**src/rtl/fp_cvt_sd.sv**
```systemverilog
// rtl/fp_cvt_sd.sv - binary32 to binary64 widening converter with iterative subnormal normalization
module fp_cvt_sd (
    input  logic        clk,
    input  logic        rst_n,
    input  logic        in_valid,
    output logic        in_ready,
    input  logic [31:0] in_s,
    output logic        out_valid,
    input  logic        out_ready,
    output logic [63:0] out_d,
    output logic        out_nv
);

    typedef enum logic [1:0] {
        IDLE = 2'd0,
        NORM = 2'd1,
        DONE = 2'd2
    } state_t;

    localparam logic [63:0] CANON_NAN = 64'h7FF8_0000_0000_0000;

    state_t      state, state_next;
    logic [23:0] m, m_next;
    logic [10:0] x, x_next;
    logic        s_r, s_next;
    logic [63:0] d_next;
    logic        nv_next;

    logic        sgn;
    logic [7:0]  exp8;
    logic [22:0] frac;
    logic [10:0] x_dec;

    assign sgn   = in_s[31];
    assign exp8  = in_s[30:23];
    assign frac  = in_s[22:0];
    assign x_dec = x - 11'd1;

    assign in_ready  = (state == IDLE);
    assign out_valid = (state == DONE);

    always_ff @(posedge clk or negedge rst_n) begin
        if (!rst_n) begin
            state  <= IDLE;
            m      <= '0;
            x      <= '0;
            s_r    <= 1'b0;
            out_d  <= '0;
            out_nv <= 1'b0;
        end else begin
            state  <= state_next;
            m      <= m_next;
            x      <= x_next;
            s_r    <= s_next;
            out_d  <= d_next;
            out_nv <= nv_next;
        end
    end

    always_comb begin
        state_next = state;
        m_next     = m;
        x_next     = x;
        s_next     = s_r;
        d_next     = out_d;
        nv_next    = out_nv;
        case (state)
            IDLE: begin
                if (in_valid) begin
                    s_next  = sgn;
                    nv_next = 1'b0;
                    if (exp8 == 8'hFF) begin
                        state_next = DONE;
                        if (frac != 23'd0) begin
                            d_next  = CANON_NAN;
                            nv_next = ~frac[22];
                        end else begin
                            d_next = {sgn, 11'h7FF, 52'd0};
                        end
                    end else if (exp8 == 8'h00) begin
                        if (frac == 23'd0) begin
                            d_next     = {sgn, 63'd0};
                            state_next = DONE;
                        end else begin
                            // Subnormal: walk the leading one up to bit 22, one step per cycle.
                            m_next     = {1'b0, frac};
                            x_next     = 11'd897;
                            state_next = NORM;
                        end
                    end else begin
                        d_next     = {sgn, {3'b000, exp8} + 11'd896, frac, 29'd0};
                        state_next = DONE;
                    end
                end
            end
            NORM: begin
                m_next = m << 1;
                x_next = x_dec;
                if (m[22]) begin
                    // The bit now leaving is the hidden one; the remainder is the fraction.
                    d_next     = {s_r, x_dec, m[21:0], 30'd0};
                    state_next = DONE;
                end
            end
            DONE: begin
                if (out_ready) begin
                    state_next = IDLE;
                end
            end
            default: state_next = IDLE;
        endcase
    end

endmodule

```
**config.mk**
```make
export PLATFORM = sky130hd
export DESIGN_NAME = fp_cvt_sd
export DESIGN_NICKNAME = d
export VERILOG_FILES = /design/src/rtl/fp_cvt_sd.sv
export SDC_FILE = /design/constraint.sdc
export NUM_CORES = 1
export LEC_CHECK = 0
export CAP_MARGIN = 20
export CORE_MARGIN = 3
export CORE_UTILIZATION = 25
export CTS_CLUSTER_DIAMETER = 50
export CTS_CLUSTER_SIZE = 25
export DETAILED_ROUTE_END_ITERATION = 16
export PLACE_DENSITY = 0.59
export RECOVER_POWER = 50
export SYNTH_ARGS = -nofsm -noshare
export SYNTH_HDL_FRONTEND = slang
export SYNTH_SLANG_ARGS = --single-unit
```
**constraint.sdc**
```tcl
create_clock -name clk -period 3.2 [get_ports clk]
set_clock_uncertainty 0.15 [all_clocks]
set_input_delay 0.64 -clock clk [delete_from_list [all_inputs] [get_ports clk]]
set_output_delay 0.64 -clock clk [all_outputs]
set_load 0.005 [all_outputs]
```
==> out/results.ini, run 1 <==
[yosys]
synthCells=337
xor_xnor_share_of_the_synthesized_area_pct=1.324
synthAdderAreaFrac_pct=0.3153
synth-async-reset-ratio_pct=100.0
synth_compound_gate_area_share_pct=12.01
main_combinational_cell_family_by_area_after_synthesis=multiplexers
postSynthRegisterBits=73
synth_top_cell_area_share_pct=46.03
synthMuxAreaShare_pct=23.42
ys_seq_area_share_pct=46.03
synth_simple_gate_area_share_pct=8.039
synth.lib_cells_used.distinct=47
mappedNetlistArea_sq_um=3969
postSynthAreaPerCell_sq_um=11.78
yosys-top-cells-area=dfrtp_1 (46%), mux2_2 (14%), mux2_1 (8.2%)
post-synth-top-area-cell=dfrtp_1
yosys_warnings=0
yosys_most_used_dff=dfrtp_1
number_of_enable_flip_flop_cells_after_synthesis=0

[drt]
dr_total_vias=2750
drt-initial-drc-count=106
routedWlPerCell_microns=15.31
remaining_drc_errors=0
via_per_instance_ratio=4.386
postRouteWirelength_microns=9599
dr.pass1.iters=4
drtAntennaViolNets=0

[cells_and_area]
layout.nets=448
final_cells=627
fillCellCount=1514
combined_area_of_the_multi_input_logic_cells_sq_um=1904
diodes=0
fin_area_sq_um=5155
ff_latch_area_sq_um=1827
layout-drive-gt1-share_pct=20.91
layout_commonest_cell=dfrtp_1
commonest_non_fill_non_tap_cells_in_the_layout=dfrtp_1 (73), clkdlybuf4s50_1 (54), mux2_2 (50)
syn_to_final_growth_pct=29.89

[clocking]
hold_buffers=0
tritoncts_clock_tree=built
clock-root-buffer=clkbuf_16
clock_sink_count=73
clkSlewWorstSetupHoldPaths_ns=0.05
ctsResizeCount=0
cts_post_setup_buffers_inserted=0
tritoncts.num_buffers=9
cts_htree_levels=3
clock_latency_ns=0.33
clock_tree_buf_depth=2

[worst_setup_path]
cp_data_arrival_time_ns=2.92
worstSetupStartpointType=primary input
setup.worst_path.end_class=flop
worst_ep_required_time_ns=3.27
critical_path_class=in2reg
crit_fanout=26

[grt]
grt_pass1_vias=2874
grt_antenna_before_repair=0
grt_util_all_layers_pct=11.20
grt_start_max_net_pins=74
grt_first_pass_wirelength_microns=15660
global_route.overflow_total=0

[die]
core_area_sq_um=15370
top_level_pins=103
num_rows=45
initial_utilization_pct=25.82
die_span_y_microns=132.0
die-area_sq_um=17420
die_w_microns=132.0

[timing]
max_clock_freq_mhz=351.1
period_minus_slack_ns=2.848
tightestPinTransition_ns=1.865
setup_viol_count_final=0
slew_violations=74
final_hold_fails=0
setup_tns_ns=0
min_period_over_period_pct=89.01
unrepaired_setup_endpoints_after_global_routing=no
final.setup.worst_slack_ns=0.3518
slew_headroom_pct=-24.34

[power_and_ir_drop]
power.leakage_nw=2.130
fin_total_pwr_w=0.002788
p_per_area_nw_per_um2=540.9
ir_drop_mv=0.1986

[placed_design]
dp.cells=611
numPortBuffers=73
dp_slack_ns=-0.003940
dpl_wire_length_microns=6973
placed_area_sq_um=4826
gp_congestion=0.7809

[worst_hold_path]
class_of_the_tightest_hold_or_removal_check=reg2reg

[job]
timing.max_cap.violations=1

[run_status]
violations_in_the_final_reports=capacitance limit, slew limit
run_status=finished with violations

per-stage QoR:
| step | util [%] | hold WS (ns) |
|---|---|---|
| 2_1_floorplan | - | 0.1944 |
| 3_3_place_gp | 31.40 | 0.3279 |
| 3_5_place_dp | 31.40 | 0.3352 |
| 4_1_cts | 33.55 | 0.3465 |
| 5_1_grt | 33.54 | 0.3657 |
| 6_report | 33.54 | 0.3377 |
path summary, 6_finish.rpt:
check	startpoint	endpoint	slack, ns	depth (start not counted)
setup / recovery	in_s[27]	m[9]$_DFFE_PN0P_	0.35	6
hold / removal	out_d[52]$_DFFE_PN0P_	out_d[52]$_DFFE_PN0P_	0.34	1
setup reg to reg	state[0]$_DFFE_PN0P_	out_d[45]$_DFFE_PN0P_	0.71	6
hold reg to reg	out_d[52]$_DFFE_PN0P_	out_d[52]$_DFFE_PN0P_	0.34	1
max in group asynchronous	rst_n	out_d[33]$_DFFE_PN0P_	1.12	1
min in group asynchronous	rst_n	out_d[35]$_DFFE_PN0P_	0.63	1
cells by family after synthesis:
group                      Yosys count
and+or+nand+nor                     60
AOI/OAI and AO/OA                   60
buffers and inverters               53
muxes                               83
adders and majority gates            1
other                                1
DFF                                 73
xor gates and xnor gates             6
synthesized netlist by cell type (all sizes together), types with 4 or more instances:
library cell  count
dfrtp            73
nand2            18
buf              37
a21oi             8
nor3              7
clkbuf           10
nor4              8
xnor2             5
inv               6
a22o             23
o21ai            12
mux2i             4
mux2             79
nor2             11
state kept, by name, summed over array words and instances (netlist names):
name / flops
out_nv: 1
state: 2
x: 11
s_r: 1
m: 23
out_d: 35
critical path, cell delays in order:
cell and delay, ns:
clkdlybuf4s50_1 0.46, nor4_2 0.32, and2_2 0.23, o211ai_2 0.13
a21oi_4 0.72, mux2_2 0.41
report_power, final:
group / switching [W] / internal [W] / leakage, nW
logic: 0.000197 / 0.000334 / 1.13
registers: 0.0000890 / 0.00106 / 0.841
clock network: 0.000384 / 0.000725 / 0.155
total: 0.000669 / 0.00212 / 2.13
area by class of cell:
class                   count  share of cell area, %
multi-input cells         239                  36.94
flip-flops and latches     73                  35.44
repair buffers             82                  15.63
well taps                 211                  5.121
clock buffers              12                  4.976
clock inverters             4                  1.456
inverters                   6                 0.4369
routing by layer:
| metal | GRT usage, % | share of wire [%] |
|---|---|---|
| met4 | 3.151 | 1.2 |
| met2 | 18.42 | 48 |
| met1 | 14.41 | 46 |
| met5 | 0 | 0 |
| met3 | 3.206 | 5.1 |
Note: power is estimated with default switching activity, not from simulation.
==> run 2, diff against run 1 <==
Settings changed: CORE_UTILIZATION 25 to 53, PLACE_DENSITY 0.59 to 0.95.
==> run 2 against run 1 <==
The run still ends with capacitance limit, slew limit left. Total power shrank 13%. Combinational power shrank 0.8%. Worst hold slack lost 0.00075 ns. First-iteration DRC count grew 55%. Routed wire length shrank 6.2%. Critical path type unchanged. Largest cell class unchanged.
==> out/results.ini, run 2 (synthesis results as in run 1) <==
[clocking]
clock_latency_ns=0.34
clock_sink_count=73
tritoncts_clock_tree=built
clock-root-buffer=clkbuf_8
tritoncts.num_buffers=9
cts_post_setup_buffers_inserted=0
clkSlewWorstSetupHoldPaths_ns=0.07
hold_buffers=0
clock_tree_buf_depth=2
ctsResizeCount=0
cts_htree_levels=3

[worst_setup_path]
setup.worst_path.end_class=flop
cp_data_arrival_time_ns=2.93
crit_fanout=26
critical_path_class=in2reg
worst_ep_required_time_ns=3.28
worstSetupStartpointType=primary input

[cells_and_area]
final_cells=512
commonest_non_fill_non_tap_cells_in_the_layout=dfrtp_1 (73), clkdlybuf4s50_1 (54), mux2_2 (50)
fillCellCount=464
layout.nets=448
syn_to_final_growth_pct=23.05
ff_latch_area_sq_um=1827
layout-drive-gt1-share_pct=20.43
max_ffs_per_register=35
fin_area_sq_um=4883
layout_commonest_cell=dfrtp_1
combined_area_of_the_multi_input_logic_cells_sq_um=1904
diodes=0
largestRegisters=out_d (35), m (23), x (11)
max_flop_register=out_d

[grt]
grt_first_pass_wirelength_microns=14910
grt_pass1_vias=2888
global_route.overflow_total=0
grt_antenna_before_repair=0
grt_util_all_layers_pct=22.15
grt_start_max_net_pins=45

[drt]
dr.pass1.iters=4
postRouteWirelength_microns=9002
drtAntennaViolNets=0
drt-initial-drc-count=164
remaining_drc_errors=0
via_per_instance_ratio=5.650
routedWlPerCell_microns=17.58
dr_total_vias=2893

[placed_design]
gp_congestion=0.8495
numPortBuffers=73
dp_slack_ns=-0.001743
dp.cells=496
dpl_wire_length_microns=6415
placed_area_sq_um=4692

[die]
top_level_pins=103
die_span_y_microns=92.54
core_area_sq_um=7019
num_rows=30
die_w_microns=92.54
die-area_sq_um=8563
initial_utilization_pct=56.54

[power_and_ir_drop]
fin_total_pwr_w=0.002431
p_per_area_nw_per_um2=497.7
ir_drop_mv=0.2607
power.leakage_nw=2.077

[timing]
hold_slack_ns=0.3369
period_minus_slack_ns=2.847
unrepaired_setup_endpoints_after_global_routing=no
min_period_over_period_pct=88.97
setup_viol_count_final=0
max_clock_freq_mhz=351.2
final.setup.worst_slack_ns=0.3530
tightestPinTransition_ns=1.570
final_hold_fails=0
slew_headroom_pct=-4.662
slew_violations=31

[worst_hold_path]
class_of_the_tightest_hold_or_removal_check=reg2reg

[run_status]
run_status=finished with violations
violations_in_the_final_reports=capacitance limit, slew limit

[job]
timing.max_cap.violations=1

==> run 2: changes by cell type in the layout (fill, tap and decap cells not counted) <==
cell | before | now
buf_4 | 8 | 7
bufinv_16 | 2 | 1
clkbuf_1 | 1 | 3
clkbuf_16 | 9 | 0
clkbuf_8 | 2 | 12
clkinv_2 | 0 | 1
clkinvlp_4 | 2 | 0
==> run 2: final timing paths <==
| check | from | to | slack (ns) | cells after the start |
|---|---|---|---|---|
| max in group asynchronous | rst_n | m[22]$_DFFE_PN0P_ | 0.56 | 2 |
| setup reg to reg | state[1]$_DFFE_PN0P_ | out_d[43]$_DFFE_PN0P_ | 0.86 | 5 |
| min in group asynchronous | rst_n | out_d[48]$_DFFE_PN0P_ | 0.53 | 1 |
| hold / removal | out_d[55]$_DFFE_PN0P_ | out_d[55]$_DFFE_PN0P_ | 0.34 | 1 |
| hold reg to reg | out_d[55]$_DFFE_PN0P_ | out_d[55]$_DFFE_PN0P_ | 0.34 | 1 |
| setup / recovery | in_s[23] | m[4]$_DFFE_PN0P_ | 0.35 | 6 |
==> run 2: worst max-delay path, cell delays in order <==
cell and delay [ns]:
clkdlybuf4s50_1 0.45, nor4_2 0.32, and2_2 0.26, o211ai_2 0.15
a21oi_4 0.69, mux2_2 0.42
==> run 2: per-layer routing <==
metal	wire length, microns	track usage (%)	vias to the layer above	share of wire (%)
met5	0	0	-	0
met3	500	3.574	17	5.6
li1	-	-	1324	-
met2	4541	36.62	112	50
met4	207	9.653	0	2.3
met1	3752	28.76	1440	42
==> run 2: through the flow <==
| stage | util (%) | setup TNS, ns |
|---|---|---|
| final | 69.57 | 0 |
| after global routing | 69.57 | 0 |
| after CTS | 69.80 | 0 |
| after detailed placement | 66.84 | -0.001743 |
| after global placement | 66.84 | 0 |
| after floorplan | - | 0 |
==> run 2: cell type report <==
type / instances / share of cell area (%)
clock buffers: 14 / 3.536
multi-input cells: 239 / 39.00
well taps: 96 / 2.460
repair buffers: 82 / 16.42
inverters: 6 / 0.4612
flip-flops and latches: 73 / 37.41
clock inverters: 2 / 0.7174
==> run 2: where the power goes <==
part           switching (W)  leakage [nW]  internal, W  total [W]
clock               0.000333         0.107     0.000424   0.000757
sequential         0.0000885         0.841      0.00106    0.00115
combinational       0.000194          1.13     0.000333   0.000527
==> run 3, diff against run 2 <==
Settings changed: MAX_ROUTING_LAYER set to met4.
==> run 3 against run 2 <==
The flow still finishes with violations (capacitance limit, slew limit). Global-route usage up 0.58 points. Largest power group unchanged. Non-clock buffer count unchanged. Total power about the same. Highest routed layer unchanged. Register-to-register slack about the same. Clock power about the same. Utilization unchanged. Maximum frequency about the same.
==> out/results.ini, run 3 (synthesis results as in run 1) <==
[power_and_ir_drop]
cellInternalPower_w=0.001815
clock_network_fraction_of_total_power_pct=31.2
comb_power_share_pct=21.7
p_per_area_nw_per_um2=498.0
ir_drop_mv=0.2614
power_switching_w=0.0006171
power.share.sequential_pct=47.1
power.leakage_nw=2.077
netSwitchingFraction_pct=25.37

[worst_setup_path]
critical-path-max-stage-delay_ns=0.69
worstSetupStartpointType=primary input
worstRegToRegCells=5
crit_fanout=26
setup.worst_path.end_class=flop
path_cells=clkdlybuf4s50_1 > nor4_2 > and2_2 > o211ai_2 > a21oi_4 > mux2_2
timing.rr.start=state[1]$_DFFE_PN0P_
ff_to_ff_setup_slack_ns=0.85
crit-reg2reg-capture=out_d[43]$_DFFE_PN0P_
cp_data_arrival_time_ns=2.93
critical_path_class=in2reg
worst_ep_required_time_ns=3.28
critPathSlowestCell=a21oi_4

[die]
die_w_microns=92.54
die-area_sq_um=8563
initial_utilization_pct=56.54
top_level_pins=103
num_rows=30
die_span_y_microns=92.54
core_area_sq_um=7019

[placed_design]
dpl_wire_length_microns=6415
placed_area_sq_um=4692
gp_congestion=0.8629
dp_slack_ns=-0.001743
numPortBuffers=73

[timing]
setup_viol_count_final=0
max_clock_freq_mhz=350.9
slew_violations=31
setup_tns_ns=0
unrepaired_setup_endpoints_after_global_routing=no
tightestPinTransition_ns=1.563
period_minus_slack_ns=2.850
final.setup.worst_slack_ns=0.3502
min_period_over_period_pct=89.06
slew_headroom_pct=-4.174
hold_slack_ns=0.3359
final_hold_fails=0

[clocking]
tritoncts.num_buffers=9
clock_latency_ns=0.35
clock_tree_buf_depth=2
clock_sink_count=73
clkSlewWorstSetupHoldPaths_ns=0.07
cts_post_setup_buffers_inserted=0
cts_htree_levels=3
clock-root-buffer=clkbuf_8
hold_buffers=0
tritoncts_clock_tree=built
ctsResizeCount=0

[grt]
grt_start_max_net_pins=45
global_route.overflow_total=0
grt_util_all_layers_pct=22.73
grt_pass1_vias=2892
grt_antenna_before_repair=0
grt_first_pass_wirelength_microns=14900

[cells_and_area]
commonest_non_fill_non_tap_cells_in_the_layout=dfrtp_1 (73), clkdlybuf4s50_1 (54), mux2_2 (50)
diodes=0
layout.core_utilization_pct=69.57
max_ffs_per_register=35
fin_area_sq_um=4883
max_flop_register=out_d
syn_to_final_growth_pct=23.05
layout-drive-gt1-share_pct=20.43
fillCellCount=464
layout_commonest_cell=dfrtp_1
largestRegisters=out_d (35), m (23), x (11)
layout.nets=448

[drt]
dr.pass1.iters=4
drtAntennaViolNets=0
drt-initial-drc-count=169
via_per_instance_ratio=5.631
dr_total_vias=2883
top_layer_used=met4
postRouteWirelength_microns=9070
routedWlPerCell_microns=17.71
remaining_drc_errors=0
met2WireLength_microns=4553
met1Wirelength_microns=3841
met3RoutedLength_microns=456

[worst_hold_path]
hold_start=out_d[54]$_DFFE_PN0P_
worstHoldPathCells=1
class_of_the_tightest_hold_or_removal_check=reg2reg
holdPathEnd=out_d[54]$_DFFE_PN0P_

[job]
timing.max_cap.violations=1

[run_status]
run_status=finished with violations
violations_in_the_final_reports=capacitance limit, slew limit

-- run 3: worst max-delay path, delay by kind of cell --
kind | cells | cell delay, ns
compound gates | 2 | 0.83
simple gates | 2 | 0.58
buf+inv | 1 | 0.45
mux | 1 | 0.42
-- run 3: final cells by class --
cell class / instances / area (sq um) / area share [%]
multi-input combinational: 239 / 1904 / 39.00
tap: 96 / 120.1 / 2.460
clock buffer: 14 / 172.7 / 3.536
sequential: 73 / 1827 / 37.41
timing repair buffer: 82 / 802.0 / 16.42
inverter: 6 / 22.52 / 0.4612
clock inverter: 2 / 35.03 / 0.7174
-- run 3: per-layer routing --
layer | vias to the layer above | track usage [%]
met5 | - | -
met4 | 0 | 9.653
met3 | 18 | 3.331
met2 | 106 | 36.68
met1 | 1435 | 28.76
li1 | 1324 | -
-- run 3: power by group through the flow --
stage               clock [W]  combinational (W)  sequential, W
finish               0.000758           0.000528        0.00115
global route         0.000801           0.000570        0.00117
CTS                  0.000762           0.000559        0.00115
detailed placement          0           0.000554        0.00117
global placement            0           0.000538        0.00116
floorplan                   0           0.000243        0.00115
-- run 3: how the worst max path moves through the flow --
stage / startpoint / endpoint / slack, ns
after floorplan: in_s[27] / out_d[35]$_DFFE_PN0P_ / 0.84
after global placement: in_s[23] / m[11]$_DFFE_PN0P_ / 0.05
after detailed placement: in_s[23] / m[9]$_DFFE_PN0P_ / -0.002
after CTS: in_s[27] / m[9]$_DFFE_PN0P_ / 0.36
after global routing: rst_n / x[0]$_DFFE_PN0P_ / 0.16
final: in_s[23] / m[4]$_DFFE_PN0P_ / 0.35
-- run 3: stage by stage --
stage | power (W) | instances
global route | 0.002538 | 512
global placement | 0.001694 | 496
floorplan | 0.001392 | 365
finish | 0.002432 | 512
CTS | 0.002470 | 512
detailed placement | 0.001720 | 496
